File: src/rtl/dense_readout_pkg.sv
// rtl/dense_readout_pkg.sv - shared types and default sizes for the logit readout
//
// Purpose: readout FSM state encoding, default layer geometry and the
//          class index width derived from the number of classes.
// Ports:   none (package).

package dense_readout_pkg;

    typedef enum logic [1:0] {
        IDLE = 2'd0,
        READ = 2'd1,
        DONE = 2'd2
    } readout_state_t;

    localparam int DEF_NUM_CLASSES = 10;
    localparam int DEF_DATA_W      = 64;
    localparam int DEF_ADDR_STRIDE = 16;
    localparam int CLASS_IDX_W     = $clog2(DEF_NUM_CLASSES);

endpackage

File: src/rtl/signed_max_tracker.sv
// rtl/signed_max_tracker.sv - running signed maximum and its index
//
// Purpose: keeps the largest signed value seen so far and the index it came
//          from. init reloads from the current element; otherwise an element
//          replaces the held one only when strictly greater, so ties keep
//          the earlier (lower) index.
// Ports:
//   clk_i    in  clock, rising edge
//   reset_i  in  synchronous active-high reset
//   init_i   in  treat the current element as the first one
//   en_i     in  current element is valid this cycle
//   data_i   in  element value, two's complement
//   idx_i    in  element index
//   max_o    out maximum including the current element (combinational)
//   arg_o    out index of max_o (combinational)

module signed_max_tracker #(
    parameter int DATA_W = 64,
    parameter int IDX_W  = 4
) (
    input  logic              clk_i,
    input  logic              reset_i,
    input  logic              init_i,
    input  logic              en_i,
    input  logic [DATA_W-1:0] data_i,
    input  logic [IDX_W-1:0]  idx_i,
    output logic [DATA_W-1:0] max_o,
    output logic [IDX_W-1:0]  arg_o
);

    logic [DATA_W-1:0] max_q, max_d;
    logic [IDX_W-1:0]  arg_q, arg_d;

    always_comb begin
        max_d = max_q;
        arg_d = arg_q;
        if (en_i && (init_i || ($signed(data_i) > $signed(max_q)))) begin
            max_d = data_i;
            arg_d = idx_i;
        end
    end

    always_ff @(posedge clk_i) begin
        if (reset_i) begin
            max_q <= '0;
            arg_q <= '0;
        end else begin
            max_q <= max_d;
            arg_q <= arg_d;
        end
    end

    // Exposing the next-state lets the caller capture the final result on
    // the same edge that samples the last element.
    assign max_o = max_d;
    assign arg_o = arg_d;

endmodule

File: src/rtl/dense_argmax_readout.sv
// rtl/dense_argmax_readout.sv - reads the dense layer logits and reports argmax
//
// Purpose: on start, walks the layer read port over NUM_CLASSES logits at
//          ADDR_STRIDE byte steps, waiting READ_LATENCY cycles per address,
//          and publishes the winning class index and logit.
// Ports:
//   clk_i        in  clock, rising edge
//   reset_i      in  synchronous active-high reset
//   start_i      in  one-cycle request, ignored unless idle
//   rd_addr_o    out read address to the layer
//   rd_data_i    in  logit returned by the layer
//   busy_o       out readout in progress (READ or DONE)
//   done_o       out one-cycle pulse as the result is published
//   class_idx_o  out index of the maximum logit
//   max_value_o  out maximum logit, signed
//   out_valid_o  out class_idx_o/max_value_o hold a completed result

module dense_argmax_readout
    import dense_readout_pkg::*;
#(
    parameter int NUM_CLASSES  = DEF_NUM_CLASSES,
    parameter int DATA_W       = DEF_DATA_W,
    parameter int ADDR_W       = 32,
    parameter int ADDR_STRIDE  = DEF_ADDR_STRIDE,
    parameter int READ_LATENCY = 0
) (
    input  logic                   clk_i,
    input  logic                   reset_i,
    input  logic                   start_i,
    output logic [ADDR_W-1:0]      rd_addr_o,
    input  logic [DATA_W-1:0]      rd_data_i,
    output logic                   busy_o,
    output logic                   done_o,
    output logic [CLASS_IDX_W-1:0] class_idx_o,
    output logic [DATA_W-1:0]      max_value_o,
    output logic                   out_valid_o
);

    localparam int WAIT_W = (READ_LATENCY > 0) ? $clog2(READ_LATENCY + 1) : 1;
    localparam logic [WAIT_W-1:0]      WAIT_LOAD = WAIT_W'(READ_LATENCY);
    localparam logic [CLASS_IDX_W-1:0] LAST_IDX  = CLASS_IDX_W'(NUM_CLASSES - 1);

    readout_state_t         state_q, state_d;
    logic [CLASS_IDX_W-1:0] idx_q, idx_d;
    logic [WAIT_W-1:0]      wait_q, wait_d;
    logic [ADDR_W-1:0]      addr_q, addr_d;
    logic [CLASS_IDX_W-1:0] cls_q, cls_d;
    logic [DATA_W-1:0]      maxv_q, maxv_d;
    logic                   valid_q, valid_d;

    logic                   sample;
    logic [ADDR_W-1:0]      addr_next;
    logic [DATA_W-1:0]      trk_max;
    logic [CLASS_IDX_W-1:0] trk_arg;

    assign sample    = (state_q == READ) && (wait_q == '0);
    assign addr_next = ADDR_W'((32'(idx_q) + 32'd1) * 32'(ADDR_STRIDE));

    signed_max_tracker #(
        .DATA_W (DATA_W),
        .IDX_W  (CLASS_IDX_W)
    ) u_tracker (
        .clk_i   (clk_i),
        .reset_i (reset_i),
        .init_i  (idx_q == '0),
        .en_i    (sample),
        .data_i  (rd_data_i),
        .idx_i   (idx_q),
        .max_o   (trk_max),
        .arg_o   (trk_arg)
    );

    always_comb begin
        state_d = state_q;
        idx_d   = idx_q;
        wait_d  = wait_q;
        addr_d  = addr_q;
        cls_d   = cls_q;
        maxv_d  = maxv_q;
        valid_d = valid_q;
        case (state_q)
            IDLE: begin
                if (start_i) begin
                    addr_d  = '0;
                    idx_d   = '0;
                    wait_d  = WAIT_LOAD;
                    valid_d = 1'b0;
                    state_d = READ;
                end
            end
            READ: begin
                if (wait_q != '0) begin
                    wait_d = wait_q - 1'b1;
                end else if (idx_q < LAST_IDX) begin
                    idx_d  = idx_q + 1'b1;
                    addr_d = addr_next;
                    wait_d = WAIT_LOAD;
                end else begin
                    maxv_d  = trk_max;
                    cls_d   = trk_arg;
                    state_d = DONE;
                end
            end
            DONE: begin
                valid_d = 1'b1;
                state_d = IDLE;
            end
            default: state_d = IDLE;
        endcase
    end

    always_ff @(posedge clk_i) begin
        if (reset_i) begin
            state_q <= IDLE;
            idx_q   <= '0;
            wait_q  <= '0;
            addr_q  <= '0;
            cls_q   <= '0;
            maxv_q  <= '0;
            valid_q <= 1'b0;
        end else begin
            state_q <= state_d;
            idx_q   <= idx_d;
            wait_q  <= wait_d;
            addr_q  <= addr_d;
            cls_q   <= cls_d;
            maxv_q  <= maxv_d;
            valid_q <= valid_d;
        end
    end

    assign rd_addr_o   = addr_q;
    assign busy_o      = (state_q != IDLE);
    assign done_o      = (state_q == DONE);
    assign class_idx_o = cls_q;
    assign max_value_o = maxv_q;
    assign out_valid_o = valid_q;

endmodule

File: config.mk
export PLATFORM = sky130hd
export DESIGN_NAME = dense_argmax_readout
export DESIGN_NICKNAME = d
export VERILOG_FILES = /design/src/rtl/dense_readout_pkg.sv /design/src/rtl/signed_max_tracker.sv /design/src/rtl/dense_argmax_readout.sv
export SDC_FILE = /design/constraint.sdc
export NUM_CORES = 1
export LEC_CHECK = 0
export ABC_AREA = 1
export BUFFER_PORTS_ARGS = -buffer_cell sky130_fd_sc_hd__buf_2
export CAP_MARGIN = 20
export CELL_PAD_IN_SITES_DETAIL_PLACEMENT = 1
export CELL_PAD_IN_SITES_GLOBAL_PLACEMENT = 2
export CORE_UTILIZATION = 30
export CTS_CLUSTER_DIAMETER = 100
export CTS_CLUSTER_SIZE = 25
export DETAILED_ROUTE_END_ITERATION = 6
export PLACE_DENSITY_LB_ADDON = 0.25
export RECOVER_POWER = 50
export SETUP_SLACK_MARGIN = 0.4
export SLEW_MARGIN = 20
export SYNTH_ARGS = -nofsm -noshare
export SYNTH_HDL_FRONTEND = slang
export SYNTH_SLANG_ARGS = --single-unit
File: constraint.sdc
create_clock -name clk_i -period 4.7 [get_ports clk_i]
set_input_delay 0.235 -clock clk_i [delete_from_list [all_inputs] [get_ports clk_i]]
set_output_delay 0.235 -clock clk_i [all_outputs]
set_load 0.01 [all_outputs]
# [Word-level counts from Yosys, hierarchy flattened]
# Cells that the tools add are included.
[word_totals] regBits=176 output_inout_bits=103
[classes] n_eq_ne=6 n_mux=18 order_cmp=2 reduce_logical=13 n_addsub=3 bitwise_logic=2
[op_table] operator="2-to-1 mux 32 bit" n=3
[op_table] operator="> comparator 64 bit" n=1
[op_table] operator="2-to-1 mux 64 bit" n=1
[op_table] operator="one-hot mux 32 bit (2 select lines)" n=1
[op_table] operator="2-to-1 mux 4 bit" n=4
[op_table] operator="one-hot mux 4 bit (2 select lines)" n=1
[op_table] operator="2-to-1 mux 2 bit" n=3
[op_table] operator="inequality test 2 bit, second input constant" n=3
[op_table] operator="AND reduction 3 bit" n=2
[op_table] operator="nonzero test 2 bit" n=3
[op_table] operator="adder 4 x 1 -> 5 bit, second input constant" n=1
[op_table] operator="adder 4 x 1 -> 4 bit, second input constant" n=1
[op_table] operator="logical NOT 4 bit" n=1
[op_table] operator="< comparator 4 bit, second input constant" n=1
[op_table] operator="one-hot mux 1 bit (2 select lines)" n=2
[op_table] operator="one-hot mux 2 bit (2 select lines)" n=1
[op_table] operator="AND reduction 2 bit" n=2
[op_table] operator="AND reduction 4 bit" n=1
[op_table] operator="== test 2 x 1 -> 1 bit, second input constant" n=1
[op_table] operator="== test 2 bit, second input constant" n=1
[op_table] operator="logical AND 1 bit" n=2
[op_table] operator="logical NOT 2 bit" n=1
[op_table] operator="2-to-1 mux 1 bit" n=2
[op_table] operator="inequality test 2 x 1 -> 1 bit, second input constant" n=1
[op_table] operator="other kinds (3)" n=4

# [Logic depth before layout (Yosys ltp)]
[logic_depth] depth_word=4 ltp_mapped=25 depth_no_buf=23

# [Hierarchy]
# Synthesis repeated with hierarchy kept, for this count alone.
[hier_totals] cells_unflattened=1195 hier_area_um2=7907.6
[by_module_without_submodules] module="signed_max_tracker" area_each_um2=4947.2 seq_area_each_um2=1361.3 cells_per_inst=819 n_inst=1
[by_module_without_submodules] module="dense_argmax_readout" area_each_um2=2960.3 seq_area_each_um2=1521.5 cells_per_inst=376 n_inst=1

# [Worst setup path after synthesis]
# Ideal clock, no wire load.
[synth_path] path_type="register to register" start="reg u_tracker.max_q[47]" end="reg cls_q[1], in the netlist class_idx_o[1]" period_less_slack_ns=2.164 path_stages_with_launch=18 setup_time_ns=0.109 arrival_ns=2.055 setup_slack_ns=2.536 path_cell_list="dfxtp_1 > inv_1 > ha_1 > nand2_1 > nor3_2 > nand3_1 > nor3b_2 > nand2_1 > nand3_1 > nand3_1 > nand2_2 > nand2_2 > buf_4 > buf_6 > nand2_1 > nand3_1 > nand2_1 > inv_1"
[synth_between] elab_chain_cells=4
[synth_lines] element="from (decl)" line="signed_max_tracker.sv:31" text="logic [DATA_W-1:0] max_q, max_d;"
[synth_lines] element="from (signal assigned)" line="signed_max_tracker.sv:48" text="max_q <= max_d;"
[synth_lines] element="> comparator 64 bit" line="signed_max_tracker.sv:37" text="if (en_i && (init_i || ($signed(data_i) > $signed(max_q)))) begin"
[synth_lines] element="logical OR 1 bit" line="signed_max_tracker.sv:37"
[synth_lines] element="logical AND 1 bit" line="signed_max_tracker.sv:37"
[synth_lines] element="2-to-1 mux 4 bit" line="signed_max_tracker.sv:37"
[synth_lines] element="to (signal assigned)" line="dense_argmax_readout.sv:126" text="cls_q <= cls_d;"
[synth_lines] element="to (decl)" line="dense_argmax_readout.sv:47" text="logic [CLASS_IDX_W-1:0] cls_q, cls_d;"
# No other way between the ends.
# A chain may end at the register's enable or synchronous reset.

# [Worst setup path in the final report]
[layout_path] start="reg u_tracker.max_q[63]" end="reg maxv_q[14], in the netlist max_value_o[14]"
[layout_between] elab_chain_cells=4
[layout_lines] element="> comparator 64 bit" line="signed_max_tracker.sv:37"
[layout_lines] element="logical OR 1 bit" line="signed_max_tracker.sv:37"
[layout_lines] element="logical AND 1 bit" line="signed_max_tracker.sv:37"
[layout_lines] element="2-to-1 mux 64 bit" line="signed_max_tracker.sv:37"
[layout_lines] element="to (signal assigned)" line="dense_argmax_readout.sv:127" text="maxv_q <= maxv_d;"
[layout_lines] element="to (decl)" line="dense_argmax_readout.sv:48" text="logic [DATA_W-1:0] maxv_q, maxv_d;"
# No other way between the ends.

==> flow_summary.toml <==
[status]
status = "complete, but fails checks"
violations = "max-capacitance violations, max-slew violations"

[timing]
final.period_utilization_pct = 75.4
slew_viol_final = 71
setup_viol = 0
rsz0062_at_grt = "false"
fin_crit_ps = 3540
timing.hold.ws_ps = 131
tightest_slew_ps = 1770
hold_viol = 0
max_freq_mhz = 282
finalSetupTns_ps = 0
worst_clock_skew_ps = 10.1
worst_slack_ps = 1160
slew_headroom_pct = -18.3

[logic_synthesis]
yosysMostFrequentCell = "nand2_1"
synthesis.area_sq_um = 7530
yosysWarnings = 0
synth_top_cell_area_share_pct = 38.3
synthCells = 1085
seq_area_frac_synth_pct = 38.3
async_flop_share_pct = 0
synth-edff-count = 0
synth_top_area_cell = "dfxtp_1"
yosys_most_used_dff = "dfxtp_1"
synth_area_leaders = "dfxtp_1 (38%), ha_1 (11%), nand2_1 (10%)"
ys_seq_elements = 144
yosys-top-cells-count = "nand2_1 (207), nor2_1 (160), inv_1 (151), nand3_1 (146), dfxtp_1 (144)"
avgSynthCellArea_sq_um = 6.94
yosysUniqueCellTypes = 26

[routing]
avgViaCountPerCell = 4.54
wirelength_um = 21300
vias = 6993
firstDrtPassIters = 4
antenna_left = 0
drt_drc_violations_left = 0
routedWlPerCell_um = 13.8
drt_iter0_drc = 213

[clock_tree]
cts_max_level = 4
hold_buffers = 0
cts.sinks = 144
postCtsSetupBuffers = 0
cts_tree = "done"
cts.path.max_buffers = 2
tritoncts.num_buffers = 17
cts-root-buf = "clkbuf_16"
clk_pin_slew_worst_paths_ps = 70
cts_resized = 0
clock_latency_ps = 430

[setup_path]
critical_path_class = "reg2reg"
path_delay_family = "simple AND/OR/NAND/NOR gates"
crit_top_cell = "nand2_1"
reg2reg_depth = 15
cp_num_buf_inv = 3
cp_max_fo = 38
path_cells = "inv_1 -> ha_1 -> nand4_1 -> nor3_2 -> nor3b_2 -> nand2_1 -> nand3_1 -> nand3_1 -> nand2_1 -> nand2_1 -> buf_12 -> nand2_1 -> nand3_1 -> nand2_1 -> inv_1"
slowest_stage = "nand2_1"
max_stage_delay_ps = 800
endpoint_kind = "flop"
cp-start-kind = "flop"
arrival_ps = 3870
critPathRequiredTime_ps = 5020
path_depth = 15

[placement]
place_congestion = 0.714
dp_slack_ps = 1520
place_area_sq_um = 8400
hpwl_um = 14400
portBuffers = 142

[layout]
nFillCells = 3167
stdcell_area_sq_um = 8960
layout.nets = 1335
fin_util_pct = 36.6
drive_above_1_share_pct = 8.90
area_growth_pct = 18.9

[global_routing]
grt_usage_pct = 16.9
grt_max_degree = 80
antenna_found_initial = 1
grt_pass1_wl_um = 34800
gr-total-overflow = 0
grt_pass1_vias = 6922

[floorplan]
initial_core_util_pct = 30.8
core_sq_um = 24500
fp.dieH_um = 160
die_x_um = 160
num_rows = 57
die-area_sq_um = 25800
pin_count = 170

[hold_path]
whs_path_depth = 3
worstHoldPathType = "in2reg"

[pwr]
p_leak_nw = 4.03
peakVddDrop_v = 0.000167
powerDensity_nw_per_um2 = 357

[flow_run]
cap_viol_max_count = 1
## cell families after synthesis
kind of cell	share of synthesized area, %
adder cells (fa/ha/maj)	11.1
AO/OA/AOI/OAI	7.87
buffers and inverters	13.4
AND/OR/NAND/NOR	29.3
flip-flops	38.3
other	0.0498
## layout make-up
cell class                      count  area, sq um  share of cell area (%)
Multi-Input combinational cell    737         3750                    41.8
Sequential cell                   144         2880                    32.2
Timing Repair Buffer              149          693                    7.73
Inverter                          152          571                    6.37
Clock buffer                       20          457                    5.10
Tap cell                          324          405                    4.52
Clock inverter                     12          205                    2.29
Antenna cell                        1         2.50                  0.0279
## cell usage in the layout (no fill, tap or decap), drive strengths merged
cell type  count
a211oi         1
conb          27
bufinv         5
a21oi        102
buf           72
o31ai          1
a21o           1
dfxtp        144
nor4           1
nand2        209
nand3        146
nor3b          1
nor3           6
diode          1
ha            67
clkinvlp       2
clkbuf        97
nand4          5
o21bai         1
o21a           3
o21ai          6
inv          154
clkinv         3
nor2         160
## sequential cells by signal, indices dropped and copies added (netlist names)
signal and cells:
class_idx_o 4, idx_q 3, max_value_o 64, out_valid_o 1, rd_addr_o 2, state_q 2, u_tracker.arg_q 4, u_tracker.max_q 64
## metrics by stage
step	power (mW)	std cells
floorplan	1.58	1111
global placement	1.69	1506
detailed placement	1.70	1506
CTS	3.26	1538
global route	3.37	1538
finish	3.20	1539
## per-layer routing
| metal | global-route usage [%] | part of all wire (%) |
|---|---|---|
| met5 | 0 | 0 |
| met1 | 21.4 | 49 |
| met3 | 3.10 | 3.6 |
| met2 | 29.0 | 46 |
| met4 | 5.19 | 1.1 |
## tightest hold or removal path, stage by stage
cell and delay, ps:
buf_2 110, nand3_1 90, a21oi_1 70
## power by group
part | internal (mW) | leakage [nW] | switching [mW]
Sequential | 1.26 | 1.17 | 0.0196
Combinational | 0.132 | 2.55 | 0.251
Clock | 0.976 | 0.317 | 0.565
## path summary, 6_finish.rpt
path,from,endpoint,slack (ps)
worst min-delay path,rd_data_i[53],u_tracker.max_q[53]$_SDFF_PP0_,130
worst max register to register,u_tracker.max_q[63]$_SDFF_PP0_,max_value_o[14]$_SDFFE_PP0P_,1160
worst max-delay path,u_tracker.max_q[63]$_SDFF_PP0_,max_value_o[14]$_SDFFE_PP0P_,1160
worst min register to register,rd_addr_o[8]$_SDFFE_PP0P_,rd_addr_o[8]$_SDFFE_PP0P_,460
Power figures use the tool's default switching activity.
